### src/rtl/multicycle_addsub_pkg.sv
// Shared types and helpers for the multi-cycle ripple adder/subtractor.
package multicycle_addsub_pkg;

   typedef enum logic [1:0] {
      IDLE = 2'd0,
      RUN  = 2'd1,
      DONE = 2'd2
   } state_e;

   // Number of RUN cycles needed to sweep the full operand width.
   function automatic int unsigned calc_nsteps(input int unsigned width, input int unsigned digit);
      return width / digit;
   endfunction

   // Step counter width; never narrower than one bit.
   function automatic int unsigned calc_step_w(input int unsigned nsteps);
      return (nsteps > 1) ? $clog2(nsteps) : 1;
   endfunction

   // One full-adder cell: returns {carry_out, sum}.
   function automatic logic [1:0] full_add(input logic a, input logic b, input logic ci);
      return {(a & b) | (ci & (a ^ b)), a ^ b ^ ci};
   endfunction

endpackage

### src/rtl/multicycle_addsub_if.sv
// Operand/result handshake bundle for multicycle_addsub.
interface multicycle_addsub_if #(
   parameter int unsigned WIDTH = 32
);
   logic             in_valid;
   logic             in_ready;
   logic [WIDTH-1:0] X;
   logic [WIDTH-1:0] Y;
   logic             Cin;
   logic             Sub;
   logic             out_valid;
   logic             out_ready;
   logic [WIDTH-1:0] Sum;
   logic             Cout;
   logic             Ovf;

   modport master (
      output in_valid, X, Y, Cin, Sub, out_ready,
      input  in_ready, out_valid, Sum, Cout, Ovf
   );

   modport slave (
      input  in_valid, X, Y, Cin, Sub, out_ready,
      output in_ready, out_valid, Sum, Cout, Ovf
   );
endinterface

### src/rtl/ripple_digit.sv
// Combinational DIGIT-bit ripple adder built from full-adder cells.
module ripple_digit
   import multicycle_addsub_pkg::*;
#(
   parameter int unsigned DIGIT = 4
) (
   input  logic [DIGIT-1:0] a,
   input  logic [DIGIT-1:0] b,
   input  logic             ci,
   output logic [DIGIT-1:0] s,
   output logic             co,
   output logic             c_msb
);

   logic       w_carry;
   logic [1:0] w_fa;

   // Ripple the carry through the cells, tapping the carry into the top bit.
   always_comb begin
      s       = '0;
      c_msb   = ci;
      w_carry = ci;
      w_fa    = '0;
      for (int unsigned i = 0; i < DIGIT; i++) begin
         if (i == DIGIT - 1) c_msb = w_carry;
         w_fa    = full_add(a[i], b[i], w_carry);
         s[i]    = w_fa[0];
         w_carry = w_fa[1];
      end
      co = w_carry;
   end

endmodule

### src/rtl/multicycle_addsub.sv
// Multi-cycle add/subtract: DIGIT bits per clock with a registered carry.
module multicycle_addsub
   import multicycle_addsub_pkg::*;
#(
   parameter int unsigned WIDTH = 32,
   parameter int unsigned DIGIT = 4
) (
   input  logic                clk,
   input  logic                rst_n,
   multicycle_addsub_if.slave  bus
);

   localparam int unsigned       NSTEPS    = calc_nsteps(WIDTH, DIGIT);
   localparam int unsigned       STEP_W    = calc_step_w(NSTEPS);
   localparam logic [STEP_W-1:0] LAST_STEP = STEP_W'(NSTEPS - 1);
   localparam logic [WIDTH-1:0]  DIG_MASK  = WIDTH'({DIGIT{1'b1}});

   state_e            r_state;
   state_e            w_state_nxt;
   logic              r_in_ready;
   logic              r_out_valid;
   logic [WIDTH-1:0]  r_a;
   logic [WIDTH-1:0]  r_b;
   logic [WIDTH-1:0]  r_sum;
   logic              r_carry;
   logic              r_cout;
   logic              r_ovf;
   logic [STEP_W-1:0] r_step;

   logic              w_accept;
   logic              w_run;
   logic              w_last;
   logic [31:0]       w_base;
   logic [DIGIT-1:0]  w_a_dig;
   logic [DIGIT-1:0]  w_b_dig;
   logic [DIGIT-1:0]  w_s_dig;
   logic              w_co;
   logic              w_c_msb;
   logic [WIDTH-1:0]  w_sum_nxt;

   // Select the current digit of each operand and merge the slice result into Sum.
   assign w_base    = 32'(r_step) * DIGIT;
   assign w_a_dig   = DIGIT'(r_a >> w_base);
   assign w_b_dig   = DIGIT'(r_b >> w_base);
   assign w_sum_nxt = (r_sum & ~(DIG_MASK << w_base)) | (WIDTH'(w_s_dig) << w_base);

   ripple_digit #(.DIGIT(DIGIT)) u_digit (
      .a     (w_a_dig),
      .b     (w_b_dig),
      .ci    (r_carry),
      .s     (w_s_dig),
      .co    (w_co),
      .c_msb (w_c_msb)
   );

   // Next-state and datapath enables.
   always_comb begin
      w_state_nxt = r_state;
      w_accept    = 1'b0;
      w_run       = 1'b0;
      w_last      = 1'b0;
      case (r_state)
         IDLE: begin
            if (bus.in_valid && r_in_ready) begin
               w_accept    = 1'b1;
               w_state_nxt = RUN;
            end
         end
         RUN: begin
            w_run = 1'b1;
            if (r_step == LAST_STEP) begin
               w_last      = 1'b1;
               w_state_nxt = DONE;
            end
         end
         DONE: begin
            if (bus.out_ready && r_out_valid) w_state_nxt = IDLE;
         end
         default: w_state_nxt = IDLE;
      endcase
   end

   // State register with handshake flags registered from the next state.
   always_ff @(posedge clk) begin
      if (!rst_n) begin
         r_state     <= IDLE;
         r_in_ready  <= 1'b1;
         r_out_valid <= 1'b0;
      end else begin
         r_state     <= w_state_nxt;
         r_in_ready  <= (w_state_nxt == IDLE);
         r_out_valid <= (w_state_nxt == DONE);
      end
   end

   // Operand capture, per-digit accumulation and final flags.
   always_ff @(posedge clk) begin
      if (!rst_n) begin
         r_a     <= '0;
         r_b     <= '0;
         r_sum   <= '0;
         r_carry <= 1'b0;
         r_cout  <= 1'b0;
         r_ovf   <= 1'b0;
         r_step  <= '0;
      end else begin
         if (w_accept) begin
            r_a     <= bus.X;
            r_b     <= bus.Sub ? ~bus.Y : bus.Y;
            r_carry <= bus.Cin ^ bus.Sub;
            r_step  <= '0;
         end
         if (w_run) begin
            r_sum   <= w_sum_nxt;
            r_carry <= w_co;
            r_step  <= r_step + STEP_W'(1);
         end
         if (w_last) begin
            r_cout <= w_co;
            r_ovf  <= w_c_msb ^ w_co;
         end
      end
   end

   assign bus.in_ready  = r_in_ready;
   assign bus.out_valid = r_out_valid;
   assign bus.Sum       = r_sum;
   assign bus.Cout      = r_cout;
   assign bus.Ovf       = r_ovf;

endmodule
### src/flat_wrapper.sv
// flat-port wrapper written by rule: the top's interface ports become plain ports
module multicycle_addsub_flat import multicycle_addsub_pkg::*;
#(
   parameter int unsigned WIDTH = 32,
   parameter int unsigned DIGIT = 4
)
  (clk, rst_n, bus_in_valid, bus_X, bus_Y, bus_Cin, bus_Sub, bus_out_ready, bus_in_ready, bus_out_valid, bus_Sum, bus_Cout, bus_Ovf);
  multicycle_addsub_if #(.WIDTH(WIDTH)) bus_i ();
  input  logic clk;
  input  logic rst_n;
  input wire logic [$bits(bus_i.in_valid)-1:0] bus_in_valid;
  input wire logic [$bits(bus_i.X)-1:0] bus_X;
  input wire logic [$bits(bus_i.Y)-1:0] bus_Y;
  input wire logic [$bits(bus_i.Cin)-1:0] bus_Cin;
  input wire logic [$bits(bus_i.Sub)-1:0] bus_Sub;
  input wire logic [$bits(bus_i.out_ready)-1:0] bus_out_ready;
  output wire logic [$bits(bus_i.in_ready)-1:0] bus_in_ready;
  output wire logic [$bits(bus_i.out_valid)-1:0] bus_out_valid;
  output wire logic [$bits(bus_i.Sum)-1:0] bus_Sum;
  output wire logic [$bits(bus_i.Cout)-1:0] bus_Cout;
  output wire logic [$bits(bus_i.Ovf)-1:0] bus_Ovf;
  assign bus_i.in_valid = bus_in_valid;
  assign bus_i.X = bus_X;
  assign bus_i.Y = bus_Y;
  assign bus_i.Cin = bus_Cin;
  assign bus_i.Sub = bus_Sub;
  assign bus_i.out_ready = bus_out_ready;
  assign bus_in_ready = bus_i.in_ready;
  assign bus_out_valid = bus_i.out_valid;
  assign bus_Sum = bus_i.Sum;
  assign bus_Cout = bus_i.Cout;
  assign bus_Ovf = bus_i.Ovf;
  multicycle_addsub #(.WIDTH(WIDTH), .DIGIT(DIGIT)) u_core (.clk(clk), .rst_n(rst_n), .bus(bus_i));
endmodule
### config.mk
export PLATFORM = sky130hd
export DESIGN_NAME = multicycle_addsub_flat
export DESIGN_NICKNAME = d
export VERILOG_FILES = /design/src/rtl/multicycle_addsub_pkg.sv /design/src/rtl/multicycle_addsub_if.sv /design/src/rtl/ripple_digit.sv /design/src/rtl/multicycle_addsub.sv /design/src/flat_wrapper.sv
export SDC_FILE = /design/constraint.sdc
export NUM_CORES = 1
export LEC_CHECK = 0
export ABC_AREA = 0
export CAP_MARGIN = 20
export CORE_ASPECT_RATIO = 0.9
export CORE_UTILIZATION = 46
export DETAILED_ROUTE_END_ITERATION = 6
export PLACE_DENSITY = 0.83
export SLEW_MARGIN = 20
export SYNTH_ARGS = -nofsm -noshare
export SYNTH_HDL_FRONTEND = slang
export SYNTH_HIERARCHICAL = 1
export SYNTH_SLANG_ARGS = --single-unit
### constraint.sdc
create_clock -name clk -period 2.8 [get_ports clk]
set_input_delay 0.84 -clock clk [delete_from_list [all_inputs] [get_ports clk]]
set_output_delay 0.84 -clock clk [all_outputs]
set_load 0.02 [all_outputs]
Yosys cells after proc, flatten, opt, wreduce, memory -nomap -nowiden
Cells that the tools add are included.
Storage, ports and cells
  register bits: 106
  input bits: 70
  output and inout port bits: 36
  word-level logic and storage cells: 64
Cells by class
  add/subtract/negate cells: 1
  eq/ne operators: 4
  shifts and indexed selects: 4
  multiplexer cells: 14
  bitwise operators: 26
  reduce and logical (&&, ||, !) cells: 5
Operator list (number)
  inverter 32 bit: 2
  right shift 32 x 5 -> 4 bit: 2
  AND 32 bit: 1
  2-to-1 mux 32 bit: 1
  bitwise OR 32 bit: 1
  left shift 4 x 5 -> 32 bit: 1
  left shift 4 x 5 -> 32 bit (first input constant): 1
  XOR 1 bit: 10
  AND 1 bit: 8
  2-to-1 mux 1 bit: 7
  2-to-1 mux 2 bit: 3
  2-to-1 mux 3 bit: 2
  one-hot mux 2 bit (3 select lines): 1
  equality test 2 bit (second input constant): 2
  zero test 2 bit: 2
  bitwise OR 1 bit: 4
  adder 3 x 1 -> 3 bit (second input constant): 1
  equality test 3 bit (second input constant): 1
  equality test 2 x 1 -> 1 bit (second input constant): 1
  logical AND 1 bit: 2
  nonzero test 2 bit: 1

Logic depth before layout (Yosys ltp)
Gate-level depths: netlist (run 1).
  word-level depth: 11
  mapped depth: 16
  mapped depth without buffers: 14

Cells and area by module
Netlist (run 1), hierarchy kept.
By module, submodules not included
  multicycle_addsub: times used 1, cells each 482, area an instance 4770.8 um^2, sequential area each 2122.0 um^2
  ripple_digit: times used 1, cells each 14, area an instance 117.6 um^2, sequential area each 0.0 um^2

Worst setup path after synthesis (run 1)
OpenSTA, ideal clock, no wires.
  path type: register to register
  start: register u_core.r_step[1]
  end: register u_core.r_sum[15] (netlist: u_core/bus.Sum[15])
  setup time: 0.118 ns
  arrival: 2.948 ns
  data required time: 2.682 ns
  slack: -0.266 ns
  cell stages (with the launch flop): 16
  buffers on the path: 2
  period minus slack after synthesis: 3.066 ns
  cells stage by stage: dfxtp_1 > clkbuf_1 > buf_2 > mux4_2 > nand2_1 > nand2_1 > inv_1 > fa_1 > inv_1 > fa_1 > inv_1 > fa_1 > inv_1 > fa_1 > a32oi_1 > nor2b_1
Between the ends
  word-level cells in the longest chain between the ends: 11
  elaborated cells on any way between the ends: 21
  those cells by class: shift: 4; bitwise: 17
RTL lines
  start: declaration: RTL line multicycle_addsub.sv:28  | logic [STEP_W-1:0] r_step;
  start signal: assignment: RTL line multicycle_addsub.sv:116  | r_step <= r_step + STEP_W'(1);
  right shift 32 x 5 -> 4 bit *: RTL line multicycle_addsub.sv:43  | assign w_a_dig = DIGIT'(r_a >> w_base);
  named net u_core.w_a_dig[0]: RTL line multicycle_addsub.sv:34  | logic [DIGIT-1:0] w_a_dig;
  XOR 1 bit: RTL line multicycle_addsub_pkg.sv:22  | return {(a & b) | (ci & (a ^ b)), a ^ b ^ ci};
  AND 1 bit: RTL line multicycle_addsub_pkg.sv:22
  bitwise OR 1 bit *: RTL line multicycle_addsub_pkg.sv:22
  AND 1 bit *: RTL line multicycle_addsub_pkg.sv:22
  bitwise OR 1 bit *: RTL line multicycle_addsub_pkg.sv:22
  AND 1 bit *: RTL line multicycle_addsub_pkg.sv:22
  bitwise OR 1 bit *: RTL line multicycle_addsub_pkg.sv:22
  named net u_core.w_c_msb: RTL line multicycle_addsub.sv:38  | logic w_c_msb;
  XOR 1 bit *: RTL line multicycle_addsub_pkg.sv:22
  named net u_core.w_s_dig[3]: RTL line multicycle_addsub.sv:36  | logic [DIGIT-1:0] w_s_dig;
  left shift 4 x 5 -> 32 bit *: RTL line multicycle_addsub.sv:45  | assign w_sum_nxt = (r_sum & ~(DIG_MASK << w_base)) | (WIDTH'(w_s_dig) << w_base);
  bitwise OR 32 bit *: RTL line multicycle_addsub.sv:45
  end signal: assignment: RTL line multicycle_addsub.sv:114  | r_sum <= w_sum_nxt;
  end: declaration: RTL line multicycle_addsub.sv:24  | logic [WIDTH-1:0] r_sum;
Mark *: on every way through the listed nets, which the timed path passes. The rest lies on a longest branch.
A chain may end at the register's enable or synchronous reset.

Worst setup path in the final report (run 1)
  start: register u_core.r_step[0]
  end: register u_core.r_sum[27] (netlist: u_core/bus.Sum[27])
Between the ends
  word-level cells in the longest chain between the ends: 11
  elaborated cells on any way between the ends: 21
  those cells by class: shift: 4; bitwise: 17
RTL lines
  right shift 32 x 5 -> 4 bit *: RTL line multicycle_addsub.sv:44  | assign w_b_dig = DIGIT'(r_b >> w_base);
  named net u_core.w_b_dig[0]: RTL line multicycle_addsub.sv:35  | logic [DIGIT-1:0] w_b_dig;
  XOR 1 bit: RTL line multicycle_addsub_pkg.sv:22
  AND 1 bit: RTL line multicycle_addsub_pkg.sv:22
  bitwise OR 1 bit *: RTL line multicycle_addsub_pkg.sv:22
  AND 1 bit *: RTL line multicycle_addsub_pkg.sv:22
  bitwise OR 1 bit *: RTL line multicycle_addsub_pkg.sv:22
  AND 1 bit *: RTL line multicycle_addsub_pkg.sv:22
  bitwise OR 1 bit *: RTL line multicycle_addsub_pkg.sv:22
  named net u_core.w_c_msb: RTL line multicycle_addsub.sv:38
  XOR 1 bit *: RTL line multicycle_addsub_pkg.sv:22
  named net u_core.w_s_dig[3]: RTL line multicycle_addsub.sv:36
  left shift 4 x 5 -> 32 bit *: RTL line multicycle_addsub.sv:45
  bitwise OR 32 bit *: RTL line multicycle_addsub.sv:45
Marked as above.

==> metrics.txt, run 1 <==
Die W=111 microns; critical path class=reg -> reg; antenna cells=0; Filler Cell Count=814; period utilization=1.06; die height=around 100 microns; Area Overhead vs Synth=31.2%; remaining antenna violation count=0; clock slew seen by the registers of the worst setup and hold paths=70 ps; worst-path maximum fanout=8; count leader, synth=nand2_1; Root Buffer=clkbuf_16; clk sinks=roughly 110; IO Port Bufs=approximately 110; Yosys top cell by area=dfxtp_1; Post-Synthesis Mean Instance Area=9.86 sq um; Setup Skew=7.53 ps; P_leak=~2.7 nW; Core Box Area=0.0103 sq mm; metal1 wirelength=5.08 mm; P_int=2.57 mW; via count=3951; Synth Register Bits=106; Slew Limit Fails=0; synth unique cells=between 40 and 50; Net Sw Power=about 940 uW; final hold slack=approximately 460 ps; critical path, cell by cell=mux4_2, nand2_1, nand2_1, inv_2, fa_2, inv_2, fa_2, inv_2, fa_2, inv_2, fa_2, nand2_2, o22ai_2; DR top layer=met4; met2 wire len=approximately 5.9 mm; cts bufs inserted=9; grt total ovfl=0; fraction of layout cells with a size suffix above 1=0.133; vias in the first global route=3972; Max clock buf depth=2; Final Hold Viols=0; number of flops mapped to enable cells by yosys=0; Yosys top cell area share=0.434; Achievable Freq=around 0.34 GHz; CP max stage delay=620 ps; global-route usage over all layers=0.216; crit end category=flip-flop; Worst VDD drop=346 uV; Starting Density=0.475; clock network power share=0.340; final wirelength=11.7 mm; violated checks=negative setup slack; hold_buf cts=0; Post-synth top cells=127 x nand2_1, 106 x dfxtp_1, 33 x o211a_1, 33 x xnor2_1, 30 x a21boi_1; Combinational Power Share=0.184; # DRC=0; worst skew pair latency=340 ps; # H-tree levels=3; CP max stage cell=fa_2; Final Worst Setup Slack=-157 ps; Worst Tran Pin Value=approximately 530 ps; DRT Pass-1 Iters=4; routed wl met3=621 microns; Initial DRC Count=149; DR WL/cell=between 15 and 20 microns; Pwr per Cell Area=546 mW/mm^2; largest net degree at the start of global routing=65; Final setup viols=9; # IOs=106; Crit path buffers/inverters=4; CP top delay family=adder cells; Mapped Cells=496; detailed-placement wirelength estimate=approximately 8.6 mm; outcome=finished with violations; die footprint=0.0110 sq mm; Vias/cell=5.41; CP Launch Type=flip-flop; worst hold path type=reg -> reg; Synth Net Count=576; fin nets=676; unrepaired setup endpoints after global routing=yes; post-layout util=0.623; max-cap violations=0; main flop type after synthesis=dfxtp_1; first-pass GRT wire length=19.1 mm; Slew HR=0.645; CP Data Required Time=about 3100 ps; crit path DAT=3230 ps; Seq pwr share=0.477; RD Place Congestion=slightly above 0.8; Yosys warnings=6; initial antenna violation count=0; sw frac=0.267; crit path time final=2960 ps; CTS tree=done; Post-Syn Area=0.00489 sq mm; Rows=35; register area share after synthesis=0.434; asr flop ratio synth=0; Synth area leaders=dfxtp_1 43%, nand2_1 9.8%, mux4_2 7.4%
[timing repair]
action	4_1_cts	5_1_grt
resized for setup	4	5
pin swaps	10	5
buffers inserted	1	1
endpoints found under the setup margin	12	14
[stage by stage]
stage               TNS [ps]  setup slack (ps)  power (mW)  cells  area (sq um)
floorplan              -1130              -155        2.09    496          4920
global placement        -636              -115        2.31    712          6090
detailed placement     -1500              -225        2.33    712          6090
CTS                     -462              -126        3.51    729          6380
global route           -1390              -237        3.65    730          6410
finish                  -691              -157        3.50    730          6410
[flip-flops by register name, summed over array words and instances, names as in the netlist]
name                  count
u_core/bus.Sum           32
u_core/r_a               32
u_core/r_b               32
u_core/r_step             3
u_core/r_state            2
u_core/bus.Cout           1
u_core/bus.Ovf            1
u_core/bus.in_ready       1
u_core/bus.out_valid      1
u_core/r_carry            1
[logic make-up (layout without fill, tap and decap cells)]
logic type	Yosys count	in the layout	synth area share
buffers and inverters	60	165	0.0594
muxes	17	17	0.0758
adders and majority gates	10	10	0.0317
and+or+nand+nor	156	156	0.142
AOI/OAI and AO/OA	113	113	0.196
DFF	106	106	0.434
xor gates and xnor gates	34	34	0.0609
[area by class of cell]
class | count | area, sq um | area share
multi-input cells | 330 | 2530 | 0.394
well taps | 129 | 161 | 0.0252
clock buffers | 11 | 243 | 0.0378
repair buffers | 127 | 1230 | 0.193
clock inverters | 5 | 36.3 | 0.00566
inverters | 22 | 82.6 | 0.0129
flip-flops and latches | 106 | 2130 | 0.332
[worst register-to-register path: cells and delay by family (launching register included)]
kind                     cells  cell delay [ps]
flip-flops                   1              410
multiplexers                 1              510
buffers and inverters        4              230
AO/OA/AOI/OAI                1              170
AND/OR/NAND/NOR              3              240
adder cells (fa/ha/maj)      4             1340
[cells in the final DEF (no fill, tap or decap), types with 5 or more instances in the layout]
cell type and n:
clkbuf_16 9, inv_2 7, o22ai_1 6, mux4_2 16, buf_4 19, clkdlybuf4s50_1 103
nand3_1 5, xnor2_1 32, a22o_1 12, nor2b_1 7, a21boi_0 9, a21boi_1 30
inv_1 15, dfxtp_1 104, nand2_1 126, ha_1 6, o211a_1 33
[worst paths after layout]
check                        start                 end  slack (ps)  cells after the start
setup / recovery  u_core/r_step[0]  u_core/bus.Sum[27]        -160                     13
hold / removal      u_core/r_a[10]      u_core/r_a[10]         460                      2
setup reg to reg  u_core/r_step[0]  u_core/bus.Sum[27]        -160                     13
hold reg to reg     u_core/r_a[10]      u_core/r_a[10]         460                      2
[per-layer routing]
metal / vias to the layer above / GRT usage
li1: 1920 / -
met1: 1904 / 0.262
met2: 113 / 0.383
met3: 14 / 0.0513
met4: 0 / 0.0636
met5: - / 0
[power groups by stage]
stage	registers (mW)	logic, mW	clock network [mW]
after floorplan	1.68	0.411	0
after global placement	1.70	0.607	0
after detailed placement	1.70	0.627	0
after CTS	1.67	0.634	1.21
after global routing	1.68	0.696	1.28
final	1.67	0.644	1.19
Note: power is estimated with default switching activity, not from simulation.
==> run 2, diff against run 1 <==
==> constraint.sdc (replaced) <==
create_clock -name clk -period 2.43 [get_ports clk]
set_input_delay 0.729 -clock clk [delete_from_list [all_inputs] [get_ports clk]]
set_output_delay 0.729 -clock clk [all_outputs]
set_load 0.02 [all_outputs]
==> run 2 against run 1 <==
- clock skew is 1.8 ps higher
- worst setup slack worse by 430 ps
- cell area rose by 4.5%
- the run still ends with negative setup slack left
- critical path depth unchanged
- critical path type unchanged
- non-clock buffer count up 19
==> metrics.txt, run 2 (same netlist as run 1, synthesis figures left out) <==
Setup Skew=9.29 ps (was 7.53 ps); P_leak=2.80 nW (was 2.65 nW); Area Overhead vs Synth=37.1% (was 31.2%); cts bufs inserted=9 (unchanged); Combinational Power Share=0.194 (was 0.184); GRT met2 Usage=0.411 (was 0.383); final wirelength=12.2 mm (was 11.7 mm); Final Worst Setup Slack=-587 ps (was -157 ps); clk sinks=106 (unchanged); RD Place Congestion=0.870 (was 0.825); sw frac=0.252 (was 0.267); critical path, cell by cell=mux4_2, nand2_2, nand2_2, inv_2, fa_2, inv_2, fa_2, inv_2, fa_2, inv_2, fa_2, buf_6, a22o_1 (was mux4_2, nand2_1, nand2_1, inv_2, fa_2, inv_2, fa_2, inv_2, fa_2, inv_2, fa_2, nand2_2, o22ai_2); die height=99.8 microns (unchanged); Vias/cell=5.46 (was 5.41); max-cap violations=0 (unchanged); violated checks=negative setup slack (unchanged); Achievable Freq=0.331 GHz (was 0.338 GHz); CP max stage cell=fa_2 (unchanged); final cell count without fillers=749 (was 730); antenna cells=0 (unchanged); Worst Tran Pin Value=595 ps (was 527 ps); GRT met3 Usage=0.0441 (was 0.0513); hold_buf cts=0 (unchanged); remaining antenna violation count=0 (unchanged); Slew Limit Fails=0 (unchanged); worst skew pair latency=350 ps (was 340 ps); Rows=35 (unchanged); IO Port Bufs=105 (unchanged); Die W=111 microns (unchanged); most frequent cells in the layout=122 x nand2_1, 105 x dfxtp_1, 103 x clkdlybuf4s50_1 (was 126 x nand2_1, 104 x dfxtp_1, 103 x clkdlybuf4s50_1); CP max stage delay=550 ps (was 620 ps); DRT Pass-1 Iters=5 (was 4); Net Sw Power=1.12 mW (was 937 uW); Initial DRC Count=234 (was 149); worst-path maximum fanout=7 (was 8); Seq pwr share=0.432 (was 0.477); Starting Density=0.475 (unchanged); fin nets=695 (was 676); # DRC=0 (unchanged); DR WL/cell=16.3 microns (was 16.1 microns); # H-tree levels=3 (unchanged); global-route usage over all layers=0.230 (was 0.216); via count=4091 (was 3951); Root Buffer=clkbuf_16 (unchanged); DP Cell Count=726 (was 712); Max clock buf depth=2 (unchanged); critical path class=reg -> reg (unchanged); crit path DAT=3260 ps (was 3230 ps); fraction of layout cells with a size suffix above 1=0.169 (was 0.133); largest net degree at the start of global routing=45 (was 65); Pwr per Cell Area=665 mW/mm^2 (was 546 mW/mm^2); Slew HR=0.600 (was 0.645); crit path time final=3020 ps (was 2960 ps); CP Data Required Time=2670 ps (was 3070 ps); Worst VDD drop=471 uV (was 346 uV); grt total ovfl=0 (unchanged); GR peak layer=met2 (unchanged); final hold slack=454 ps (was 455 ps); CTS tree=done (unchanged); worst hold path type=reg -> reg (unchanged); met1 Use GR=0.275 (was 0.262); die footprint=0.0110 sq mm (unchanged); unrepaired setup endpoints after global routing=yes (unchanged); Final Hold Viols=0 (unchanged); Tot Pwr=4.45 mW (was 3.50 mW); most common cell after layout, fill and taps aside=nand2_1 (unchanged); Setup WS pre-CTS=-628 ps (was -225 ps); crit end category=flip-flop (unchanged); CP Launch Type=flip-flop (unchanged); clock slew seen by the registers of the worst setup and hold paths=70 ps (about the same); period utilization=1.24 (was 1.06); Final setup viols=19 (was 9); first-pass GRT wire length=20.3 mm (was 19.1 mm); P_int=3.33 mW (was 2.57 mW); Core Box Area=0.0103 sq mm (unchanged); initial antenna violation count=0 (unchanged); clock network power share=0.375 (was 0.340); detailed-placement wirelength estimate=8.82 mm (was 8.64 mm); outcome=finished with violations (unchanged); vias in the first global route=4135 (was 3972); # IOs=106 (unchanged)
==> run 2: changes by cell type in the layout (fill, tap and decap cells not counted), moves of 2 or more <==
cell,before,now
buf_12,2,5
buf_4,19,33
buf_6,1,3
bufinv_16,0,3
clkinv_2,2,0
clkinvlp_4,0,2
nand2_1,126,122
nand2_2,1,4
==> run 2: power groups by stage <==
stage	registers (mW)	logic, mW	clock network, mW
after floorplan	1.94	0.477	0
after global placement	1.96	0.740	0
after detailed placement	1.96	0.766	0
after CTS	1.92	0.836	1.68
after global routing	1.94	0.931	1.75
final	1.92	0.862	1.67
==> run 2: timing repair <==
item / 4_1_cts / 5_1_grt
pin swaps: 7 / 5
setup endpoints to repair: 22 / 22
buffers inserted: 5 / 2
resized for setup: 13 / 3
==> run 2: area by class of cell <==
class	count	area, sq um
fillers	756	3590
flip-flops and latches	106	2130
multi-input cells	330	2560
inverters	22	85.1
well taps	129	161
clock inverters	7	123
clock buffers	9	225
repair buffers	146	1420
==> run 2: metrics by stage <==
stage	utilization	TNS, ps	instance area (sq um)
finish	0.651	-7270	6700
global route	0.651	-8860	6700
CTS	0.648	-6560	6670
detailed placement	0.604	-8350	6220
global placement	0.604	-5860	6220
floorplan	-	-6550	4920
==> run 2: path summary, 6_finish.rpt <==
path | endpoint | slack, ps | cells past startpoint | startpoint
hold reg to reg | u_core/r_a[30] | 450 | 2 | u_core/r_a[30]
setup / recovery | u_core/bus.Sum[11] | -590 | 13 | u_core/r_step[0]
setup reg to reg | u_core/bus.Sum[11] | -590 | 13 | u_core/r_step[0]
hold / removal | u_core/r_a[30] | 450 | 2 | u_core/r_a[30]
==> run 2: metal layers <==
layer	up-vias	share of wire
met5	-	0
met4	0	0.024
met3	23	0.052
met2	136	0.51
met1	1979	0.42
li1	1953	-
==> run 2: worst max-delay path: cells and delay by family (launching register included) <==
kind	cells	cell delay, ps
and+or+nand+nor	2	160
buffers and inverters	5	370
muxes	1	520
adders and majority gates	4	1250
DFF	1	410
AOI/OAI and AO/OA	1	190
